$ cat src/rtl/morse_char_assembler.sv
// Collects DIT/DAH elements into character patterns and queues finished
// character (and, with MORSE_SPACE_TOKEN_EN defined, word-space) tokens in a small output FIFO.
module morse_char_assembler #(
    parameter int MAX_SYMS   = 6,
    parameter int FIFO_DEPTH = 4
) (
    input  logic       bigclk,
    input  logic       reset,
    input  logic       sym_valid,
    input  logic [2:0] sym,
    output logic       out_valid,
    input  logic       out_ready,
    output logic [5:0] out_bits,
    output logic [2:0] out_len,
    output logic       out_space,
    output logic       out_err,
    output logic       overrun,
    output logic [2:0] fill
);

    localparam int AW = (FIFO_DEPTH > 1) ? $clog2(FIFO_DEPTH) : 1;
    localparam int PW = AW + 1;

    localparam logic [2:0] SYM_DIT   = 3'd1;
    localparam logic [2:0] SYM_DAH   = 3'd2;
    localparam logic [2:0] SYM_GAP   = 3'd3;
    localparam logic [2:0] SYM_SPACE = 3'd4;

    localparam logic [10:0] SPACE_TOK = {1'b1, 10'd0};

`ifdef MORSE_SPACE_TOKEN_EN
    localparam logic SPACE_EN = 1'b1;
`else
    localparam logic SPACE_EN = 1'b0;
`endif

    typedef enum logic {
        ST_IDLE,
        ST_COLLECT
    } col_state_t;

    logic [5:0]  pat_q, pat_d;
    logic [2:0]  cnt_q, cnt_d;
    logic        err_q, err_d;
    logic        overrun_q, overrun_d;
    logic [PW-1:0] wr_q, rd_q;
    logic [10:0] mem_q [FIFO_DEPTH];

    col_state_t  state;
    logic        char_push;
    logic [10:0] char_tok;
    logic        push_v;
    logic [10:0] push_tok;
    logic [PW-1:0] count;
    logic        full;
    logic        pop;
    logic        do_push;
    logic [10:0] head_tok;

    // The element counter doubles as the IDLE/COLLECT state register.
    assign state    = (cnt_q == 3'd0) ? ST_IDLE : ST_COLLECT;
    assign char_tok = {1'b0, err_q, cnt_q, pat_q};

    always_comb begin
        pat_d     = pat_q;
        cnt_d     = cnt_q;
        err_d     = err_q;
        char_push = 1'b0;
        if (sym_valid) begin
            case (sym)
                SYM_DIT, SYM_DAH: begin
                    if (cnt_q < 3'(MAX_SYMS)) begin
                        pat_d = pat_q | ({5'd0, sym == SYM_DAH} << cnt_q);
                        cnt_d = cnt_q + 3'd1;
                    end else begin
                        err_d = 1'b1;
                    end
                end
                SYM_GAP, SYM_SPACE: begin
                    if (state == ST_COLLECT) begin
                        char_push = 1'b1;
                        pat_d     = 6'd0;
                        cnt_d     = 3'd0;
                        err_d     = 1'b0;
                    end
                end
                default: ;
            endcase
        end
    end

`ifdef MORSE_SPACE_TOKEN_EN
    logic word_open_q, word_open_d;
    logic space_pend_q, space_pend_d;
    logic space_now;

    // A SPACE landing while a space is already pending is absorbed by it.
    always_comb begin
        space_now    = sym_valid && (sym == SYM_SPACE) && (state == ST_IDLE)
                       && word_open_q && !space_pend_q;
        space_pend_d = char_push && (sym == SYM_SPACE);
        word_open_d  = word_open_q;
        if (char_push) begin
            word_open_d = 1'b1;
        end else if (space_pend_q || space_now) begin
            word_open_d = 1'b0;
        end
        push_v   = char_push || space_pend_q || space_now;
        push_tok = char_push ? char_tok : SPACE_TOK;
    end

    always_ff @(posedge bigclk or posedge reset) begin
        if (reset) begin
            word_open_q  <= 1'b0;
            space_pend_q <= 1'b0;
        end else begin
            word_open_q  <= word_open_d;
            space_pend_q <= space_pend_d;
        end
    end
`else
    always_comb begin
        push_v   = char_push;
        push_tok = char_tok;
    end
`endif

    always_comb begin
        count     = wr_q - rd_q;
        full      = (count == PW'(FIFO_DEPTH));
        out_valid = (count != '0);
        pop       = out_valid && out_ready;
        do_push   = push_v && (!full || pop);
        overrun_d = overrun_q || (push_v && full && !pop);
        head_tok  = out_valid ? mem_q[rd_q[AW-1:0]] : 11'd0;
    end

    always_ff @(posedge bigclk or posedge reset) begin
        if (reset) begin
            pat_q     <= 6'd0;
            cnt_q     <= 3'd0;
            err_q     <= 1'b0;
            overrun_q <= 1'b0;
            wr_q      <= '0;
            rd_q      <= '0;
        end else begin
            pat_q     <= pat_d;
            cnt_q     <= cnt_d;
            err_q     <= err_d;
            overrun_q <= overrun_d;
            if (do_push) wr_q <= wr_q + PW'(1);
            if (pop)     rd_q <= rd_q + PW'(1);
        end
    end

    // Token storage carries no reset; stale entries are masked by the pointers.
    always_ff @(posedge bigclk) begin
        if (do_push) mem_q[wr_q[AW-1:0]] <= push_tok;
    end

    assign out_space = head_tok[10] & SPACE_EN;
    assign out_err   = head_tok[9];
    assign out_len   = head_tok[8:6];
    assign out_bits  = head_tok[5:0];
    assign overrun   = overrun_q;
    assign fill      = 3'(count);

endmodule

$ cat config.mk
export PLATFORM = sky130hd
export DESIGN_NAME = morse_char_assembler
export DESIGN_NICKNAME = d
export VERILOG_FILES = /design/src/rtl/morse_char_assembler.sv
export SDC_FILE = /design/constraint.sdc
export NUM_CORES = 1
export LEC_CHECK = 0
export CORE_ASPECT_RATIO = 0.8
export CORE_MARGIN = 1
export CORE_UTILIZATION = 35
export CTS_BUF_LIST = sky130_fd_sc_hd__clkbuf_8
export CTS_CLUSTER_DIAMETER = 100
export DETAILED_ROUTE_END_ITERATION = 12
export PLACE_DENSITY_LB_ADDON = 0.3
export SLEW_MARGIN = 25
export SYNTH_ARGS = -nofsm -noshare
export SYNTH_HDL_FRONTEND = slang
export SYNTH_SLANG_ARGS = --single-unit
$ cat constraint.sdc
create_clock -name bigclk -period 3.15 [get_ports bigclk]
set_clock_uncertainty 0.2 [all_clocks]
set_input_delay 0.945 -clock bigclk [delete_from_list [all_inputs] [get_ports bigclk]]
set_output_delay 0.945 -clock bigclk [all_outputs]
set_load 0.02 [all_outputs]
==> results of run 1 <==
## cell type report
cell class / count / area, um2 / area share
inverter: 10 / 37.5 / 0.0117
sequential: 57 / 1630 / 0.507
timing repair buffer: 39 / 394 / 0.123
multi-input combinational: 80 / 855 / 0.266
clock buffer: 9 / 124 / 0.0386
tap: 87 / 109 / 0.0339
clock inverter: 7 / 62.6 / 0.0195
## layer usage
metal	track usage	vias up	share of wire
met4	0.0750	0	0.020
met1	0.192	734	0.45
met2	0.233	40	0.49
li1	-	657	-
met5	0	-	0
met3	0.0441	8	0.037
## cell usage in the layout (no fill, tap or decap), types with 2 or more instances in the layout
cell and count:
clkbuf_8 9, a32o_1 4, nand2_1 7, nor2_1 3, o21ai_0 4, and2_4 10, nor3b_2 2, xnor2_1 3
xor2_1 2, a21oi_1 2, and2_1 4, buf_4 14, buf_12 3, buf_6 12, clkdlybuf4s50_1 8, dfrtp_1 17
clkinv_1 2, inv_1 10, mux4_2 10, o41ai_1 2, ha_1 7, edfxtp_1 40
## worst min-delay path, stage by stage (launching register included)
cell and delay, ns:
dfrtp_1 0.35, inv_1 0.04, o41ai_1 0.05
## worst paths after layout
check	depth (start not counted)	to	slack, ns	start
setup / recovery	7	out_err	-0.02	rd_q[0]
hold / removal	2	overrun	0.27	overrun
setup reg to reg	9	mem_q[1][1]	0.59	rd_q[0]
hold reg to reg	2	overrun	0.27	overrun
max in group asynchronous	2	cnt_q[1]	1.46	reset
min in group asynchronous	2	wr_q[1]	0.83	reset
## cell families after synthesis
family / count (synthesis) / share of synthesized area
muxes: 12 / 0.101
DFF: 57 / 0.652
xor gates and xnor gates: 6 / 0.0271
adders and majority gates: 9 / 0.0481
other: 1 / 0.00150
AOI/OAI and AO/OA: 16 / 0.0501
buffers and inverters: 16 / 0.0271
and+or+nand+nor: 36 / 0.0937
## power by group through the flow
stage	sequential, mW	combinational, mW	clock (mW)
6_report	1.09	1.87	0.638
5_1_grt	1.10	2.00	0.695
4_1_cts	1.08	1.83	0.655
3_5_place_dp	1.09	1.60	0
3_3_place_gp	1.08	1.56	0
2_1_floorplan	1.06	0.914	0
## state kept, by name (all words and copies together), names as in the netlist
signal / flops
rd_q: 3
overrun: 1
err_q: 1
pat_q: 6
wr_q: 3
cnt_q: 3
mem_q: 40
## stage by stage
step           std cells  hold WS [ns]  worst slack (ns)  setup TNS [ns]
2_1_floorplan        153         0.243             0.109               0
3_3_place_gp         271         0.246            -0.185           -1.84
3_5_place_dp         271         0.264            -0.271           -2.76
4_1_cts              288         0.279           -0.0483          -0.414
5_1_grt              289         0.302           -0.0677          -0.681
6_report             289         0.273           -0.0161          -0.136
## what timing repair did
item	in CTS	in global routing
buffers inserted	0	1
gates resized for setup	87	2
pin swaps	0	1
gates cloned	1	0
setup endpoints to repair	13	11
hold buffers	0	0
==> impl_metrics.py, run 1 <==
metrics = {
    "power_and_ir_drop": {
        "power.share.switching": 0.353,
        "leakagePower_nw": 1.26,
        "power.total_mw": 3.59,
        "power_switching_mw": 1.27,
        "power_frac_comb": 0.520,
        "clkPwrFrac": 0.178,
        "max-vdd-ir-drop_uv": 438,
        "p_per_area_nw_per_um2": 1120,
        "intPower_mw": 2.32,
        "pwr-share-seq": 0.303,
    },
    "drt": {
        "wl_um": 4880,
        "vias_per_cell": 4.98,
        "drtIter0Drc": 144,
        "postRouteAntennaNets": 0,
        "firstDrtPassIters": 5,
        "avgRoutedWirePerCell_um": 16.9,
        "drc": 0,
        "vias": 1439,
    },
    "critical_path": {
        "required_ns": 2.00,
        "max_stage_delay_ns": 0.42,
        "path_cells": "ha_4, fa_2, xnor3_2, nand3_4, buf_6, and2_4, buf_6",
        "start_kind": "register",
        "cp_max_fo": 6,
        "worstPathArrival_ns": 2.02,
        "critPathKind": "register to output pin",
        "slowest_stage": "dfrtp_1",
        "cpLargestDelayFamily": "adder cells",
        "cp_num_buf_inv": 2,
        "cp_common_cell": "buf_6",
        "cp-end-kind": "output pin",
    },
    "clocking": {
        "cts.clk_slew.worst_paths_ns": 0.06,
        "cts.sinks": 57,
        "clk_path_buf_depth": 2,
        "cts_tree": "done",
        "clockRootBuffer": "clkbuf_8",
        "cts_buffers": 9,
        "clkLatencyLatePin_ns": 0.34,
        "htree_levels": 3,
    },
    "finish": {
        "antenna_cells": 0,
        "final_cell_area_um2": 3210,
        "fin_util": 0.466,
        "area_delta_synth_final_pct": 28.5,
        "fin_nets": 213,
        "drive_above_1_share": 0.376,
        "nFillCells": 632,
    },
    "synth": {
        "synth_warnings": 0,
        "synth_top_area_share": 0.481,
        "yosysSeqAreaShare": 0.652,
        "synth_enable_flop_cells": 40,
        "synth-async-reset-ratio": 0.298,
        "synth_top_area_cell": "edfxtp_1",
        "synth-seq-cells": 57,
        "synth_nets": 169,
        "synth_common_cells": "edfxtp_1, dfrtp_1, and2_1",
        "syn_inst": 153,
        "netlist_area_um2": 2500,
        "synth.distinct_cells": 36,
        "ys.flop_type": "edfxtp_1",
        "yosysMostFrequentCell": "edfxtp_1",
        "synth_area_leaders": "edfxtp_1, dfrtp_1, mux4_2",
        "synth.avg_cell_area_um2": 16.3,
    },
    "die": {
        "dieWidth_um": 96.4,
        "die_h_um": 77.5,
        "initial_utilization": 0.362,
        "die_area_um2": 7480,
        "coreArea_um2": 6890,
        "row_count": 27,
        "ios": 23,
    },
    "global_route": {
        "grt_pass1_wl_um": 7860,
        "grt_use_total": 0.151,
        "first_global_vias": 1475,
        "grt_overflow": 0,
        "antenna_found_initial": 0,
        "grt_max_degree": 18,
    },
    "timing": {
        "rsz0062_at_grt": "yes",
        "worstMarginPinSlew_ns": 0.723,
        "relSlewSlack": 0.518,
        "fin_ws_ns": -0.0161,
        "fmax_ghz": 0.316,
        "finalCriticalPeriod_ns": 3.17,
        "setup_violations": 10,
        "slew_violations": 0,
        "hold_viol_final": 0,
        "fin_crit_sh": 1.01,
    },
    "run_status": {
        "status": "finished, violations left",
        "violations": "negative setup slack",
    },
    "placement": {
        "io_buffers": 21,
        "placed_area_um2": 2940,
        "routabilityCongestion": 0.729,
        "dp_hpwl_um": 3200,
    },
    "min_path": {
        "hp-class": "register to register",
    },
    "job": {
        "max_cap_violations": 0,
    },
}
(Power assumes the default switching activity.)
==> run 2, diff against run 1 <==
PLACE_DENSITY_LB_ADDON = 0.2   (was 0.3)
==> impl_metrics.py, run 2 (synthesis gave the netlist of run 1 again) <==
metrics = {
    "finish": {
        "final_common_cell": "edfxtp_1",
        "final_cell_mix": "edfxtp_1, dfrtp_1, buf_4",
        "antenna_cells": 0,
        "area_delta_synth_final_pct": 29.9,
        "fin_nets": 215,
        "drive_above_1_share": 0.387,
        "finalNonFillerCells": 291,
        "largest_register_ffs": 40,
    },
    "timing": {
        "finalCriticalPeriod_ns": 3.22,
        "setup_violations": 10,
        "fin_tns_setup_ns": -0.504,
        "fin_ws_ns": -0.0667,
        "hold_slack_ns": 0.284,
        "fin_crit_sh": 1.02,
        "worstMarginPinSlew_ns": 0.685,
        "rsz0062_at_grt": "yes",
        "hold_viol_final": 0,
        "relSlewSlack": 0.543,
        "fmax_ghz": 0.311,
        "slew_violations": 0,
    },
    "power_and_ir_drop": {
        "p_per_area_nw_per_um2": 1120,
        "leakagePower_nw": 1.29,
        "max-vdd-ir-drop_uv": 402,
        "power_switching_mw": 1.28,
        "clkPwrFrac": 0.170,
        "pwr-share-seq": 0.297,
        "power_frac_comb": 0.533,
        "power.total_mw": 3.63,
        "power.share.switching": 0.352,
        "intPower_mw": 2.36,
    },
    "clocking": {
        "clk_path_buf_depth": 2,
        "cts_tree": "done",
        "clkLatencyLatePin_ns": 0.33,
        "cts_buffers": 9,
        "clockRootBuffer": "clkbuf_8",
        "cts.sinks": 57,
        "hold_buffers": 0,
        "cts.clk_slew.worst_paths_ns": 0.06,
        "htree_levels": 3,
    },
    "global_route": {
        "grt_overflow": 0,
        "grt_max_degree": 18,
        "first_global_vias": 1477,
        "grt_use_total": 0.147,
        "grt_pass1_wl_um": 7550,
        "antenna_found_initial": 0,
    },
    "placement": {
        "io_buffers": 21,
        "routabilityCongestion": 0.767,
        "dp_cells": 270,
        "dp_hpwl_um": 3130,
    },
    "die": {
        "initial_utilization": 0.362,
        "ios": 23,
        "row_count": 27,
        "die_h_um": 77.5,
        "die_area_um2": 7480,
        "dieWidth_um": 96.4,
        "coreArea_um2": 6890,
    },
    "critical_path": {
        "critPathKind": "register to output pin",
        "cp-end-kind": "output pin",
        "slowest_stage": "dfrtp_1",
        "required_ns": 2.00,
        "path_cells": "ha_4, fa_2, xnor3_2, nand3_4, clkbuf_16, and2_4, buf_6",
        "start_kind": "register",
        "max_stage_delay_ns": 0.42,
        "cp_max_fo": 5,
        "worstPathArrival_ns": 2.07,
    },
    "drt": {
        "drc": 0,
        "postRouteAntennaNets": 0,
        "vias": 1417,
        "drtIter0Drc": 63,
        "avgRoutedWirePerCell_um": 16.8,
        "wl_um": 4900,
        "firstDrtPassIters": 4,
        "vias_per_cell": 4.87,
    },
    "run_status": {
        "violations": "negative setup slack",
        "status": "finished, violations left",
    },
    "min_path": {
        "hp-class": "register to register",
    },
    "job": {
        "max_cap_violations": 0,
    },
}
[run 2: repair_timing]
action,4_1_cts,5_1_grt
cloned,0,1
endpoints found under the setup margin,13,11
gates resized for setup,55,31
setup buffers,0,4
pin swaps,0,3
[run 2: worst max-delay path, delay by kind of cell (launching register included)]
family	cells	cell delay, ns
fa+ha+maj	2	0.53
flops	1	0.42
buf+inv	2	0.30
xor+xnor	1	0.27
simple gates	2	0.23
[run 2: routing by layer]
metal	wire [um]	track usage	up-vias
met5	0	0	-
met4	143	0.0926	0
met3	172	0.0490	10
met2	2380	0.221	30
met1	2200	0.180	710
li1	-	-	667
[run 2: final cells by class]
class | instances | area [um2]
sequential | 57 | 1630
fill | 613 | 3650
timing repair buffer | 41 | 430
multi-input combinational | 80 | 855
inverter | 10 | 37.5
tap | 87 | 109
clock buffer | 12 | 165
clock inverter | 4 | 20.0
[run 2: path summary, 6_finish.rpt]
check / depth (start not counted) / end / slack [ns] / start
max: 7 / out_err / -0.07 / rd_q[0]
min: 1 / wr_q[2] / 0.28 / wr_q[2]
max reg2reg: 8 / mem_q[2][6] / 0.68 / rd_q[0]
min reg2reg: 1 / wr_q[2] / 0.28 / wr_q[2]
max in group asynchronous: 2 / rd_q[0] / 1.49 / reset
min in group asynchronous: 2 / wr_q[2] / 0.82 / reset
[run 2: power groups by stage]
stage	clock network, mW	registers, mW	logic, mW
2_1_floorplan	0	1.06	0.914
3_3_place_gp	0	1.08	1.59
3_5_place_dp	0	1.09	1.63
4_1_cts	0.630	1.08	1.50
5_1_grt	0.666	1.10	2.09
6_report	0.617	1.08	1.94
[run 2: per-stage QoR]
stage                     worst slack, ns  cell area, um2   util
final                             -0.0667            3240  0.471
after global routing               -0.110            3240  0.471
after CTS                         -0.0419            3090  0.448
after detailed placement           -0.218            2950  0.428
after global placement             -0.171            2950  0.428
after floorplan                     0.109            2500      -
==> run 3, diff against run 2 <==
CTS_BUF_LIST = not set   (was sky130_fd_sc_hd__clkbuf_8)
==> impl_metrics.py, run 3 (synthesis gave the netlist of run 1 again) <==
metrics = {
    "power_and_ir_drop": {
        "pwr-share-seq": 0.297,
        "p_per_area_nw_per_um2": 1120,
        "power.share.switching": 0.350,
        "power_frac_comb": 0.533,
        "clkPwrFrac": 0.170,
        "leakagePower_nw": 1.28,
        "max-vdd-ir-drop_uv": 400,
        "intPower_mw": 2.36,
        "power_switching_mw": 1.27,
    },
    "clocking": {
        "cts_tree": "done",
        "htree_levels": 3,
        "clk_path_buf_depth": 2,
        "cts.sinks": 57,
        "cts_buffers": 9,
        "clkLatencyLatePin_ns": 0.32,
        "clockRootBuffer": "clkbuf_8",
        "cts.clk_slew.worst_paths_ns": 0.06,
    },
    "timing": {
        "fmax_ghz": 0.311,
        "finalCriticalPeriod_ns": 3.21,
        "relSlewSlack": 0.545,
        "fin_crit_sh": 1.02,
        "fin_ws_ns": -0.0633,
        "fin_tns_setup_ns": -0.470,
        "rsz0062_at_grt": "yes",
        "worstMarginPinSlew_ns": 0.682,
        "hold_viol_final": 0,
        "slew_violations": 0,
        "setup_violations": 10,
    },
    "placement": {
        "io_buffers": 21,
        "routabilityCongestion": 0.767,
        "pre_cts_ws_ns": -0.218,
        "dp_hpwl_um": 3130,
    },
    "finish": {
        "fin_nets": 215,
        "area_delta_synth_final_pct": 29.9,
        "nFillCells": 613,
        "largest_register_ffs": 40,
        "multiInputGateArea_um2": 855,
        "regArea_um2": 1630,
        "final_cell_mix": "edfxtp_1, dfrtp_1, buf_4",
        "final_common_cell": "edfxtp_1",
        "drive_above_1_share": 0.387,
        "antenna_cells": 0,
    },
    "global_route": {
        "first_global_vias": 1480,
        "antenna_found_initial": 0,
        "grt_pass1_wl_um": 7540,
        "grt_use_total": 0.147,
        "grt_overflow": 0,
        "grt_max_degree": 18,
    },
    "drt": {
        "drtIter0Drc": 55,
        "wl_um": 4850,
        "avgRoutedWirePerCell_um": 16.7,
        "vias": 1423,
        "drc": 0,
        "firstDrtPassIters": 4,
        "postRouteAntennaNets": 0,
        "vias_per_cell": 4.89,
    },
    "die": {
        "die_h_um": 77.5,
        "initial_utilization": 0.362,
        "die_area_um2": 7480,
        "row_count": 27,
        "ios": 23,
        "dieWidth_um": 96.4,
        "coreArea_um2": 6890,
    },
    "min_path": {
        "hold_start": "wr_q[2]",
        "hp-class": "register to register",
    },
    "critical_path": {
        "rr_worst_depth": 8,
        "required_ns": 2.00,
        "start_kind": "register",
        "worstPathArrival_ns": 2.07,
        "critPathKind": "register to output pin",
        "rrSetupSlack_ns": 0.68,
        "cp-endpoint": "out_err",
        "cp-end-kind": "output pin",
        "cp_max_fo": 5,
        "reg2reg_to": "mem_q[0][6]",
        "timing.critical_path.from": "rd_q[0]",
        "r2r-start": "rd_q[0]",
    },
    "run_status": {
        "violations": "negative setup slack",
        "status": "finished, violations left",
    },
    "job": {
        "max_cap_violations": 0,
    },
}
==> run 3: cell types whose count changed in the layout (fill, tap and decap cells not counted), sizes merged <==
cell and change:
clkbuf +2, inv -2
==> run 3: critical path, stage by stage, from the launching register on <==
cell and delay (ns):
dfrtp_1 0.42, ha_4 0.18, fa_2 0.35, xnor3_2 0.27, nand3_4 0.10, clkbuf_16 0.18
and2_4 0.13, buf_6 0.12
==> run 3: worst min-delay path by stage <==
stage / to / slack [ns] / cells past startpoint
floorplan: wr_q[2] / 0.24 / 1
global placement: overrun / 0.26 / 2
detailed placement: overrun / 0.26 / 2
CTS: wr_q[2] / 0.29 / 1
global route: wr_q[2] / 0.30 / 1
finish: wr_q[2] / 0.28 / 1
==> run 3: layout make-up <==
cell class / count / share of cell area
Clock buffer: 14 / 0.0532
Clock inverter: 2 / 0.00386
Inverter: 10 / 0.0116
Multi-Input combinational cell: 80 / 0.264
Sequential cell: 57 / 0.502
Tap cell: 87 / 0.0336
Timing Repair Buffer: 41 / 0.133
==> run 3: power groups by stage <==
stage	clock network [mW]	registers, mW	logic, mW
floorplan	0	1.06	0.914
global placement	0	1.08	1.59
detailed placement	0	1.09	1.63
CTS	0.637	1.08	1.50
global route	0.670	1.10	2.09
finish	0.620	1.08	1.94
==> run 3: repair_timing <==
| item | CTS | global route |
|---|---|---|
| setup buffers | 0 | 4 |
| hold buffers | 0 | 0 |
| endpoints found under the setup margin | 13 | 11 |
| cloned | 0 | 1 |
| resized for setup | 55 | 31 |
| pin swaps | 0 | 3 |
==> run 3: per-layer routing <==
metal	up-vias	share of wire	global-route usage
met1	708	0.44	0.179
met3	14	0.035	0.0490
met4	0	0.032	0.0926
met5	-	0	0
li1	667	-	-
met2	34	0.49	0.221
==> run 3: metrics by stage <==
stage	cells	util	area, um2	total power, mW	hold WS (ns)
finish	291	0.471	3240	3.64	0.284
global route	291	0.471	3240	3.86	0.304
CTS	286	0.448	3090	3.22	0.287
detailed placement	270	0.428	2950	2.72	0.260
global placement	270	0.428	2950	2.67	0.257
floorplan	153	-	2500	1.97	0.243
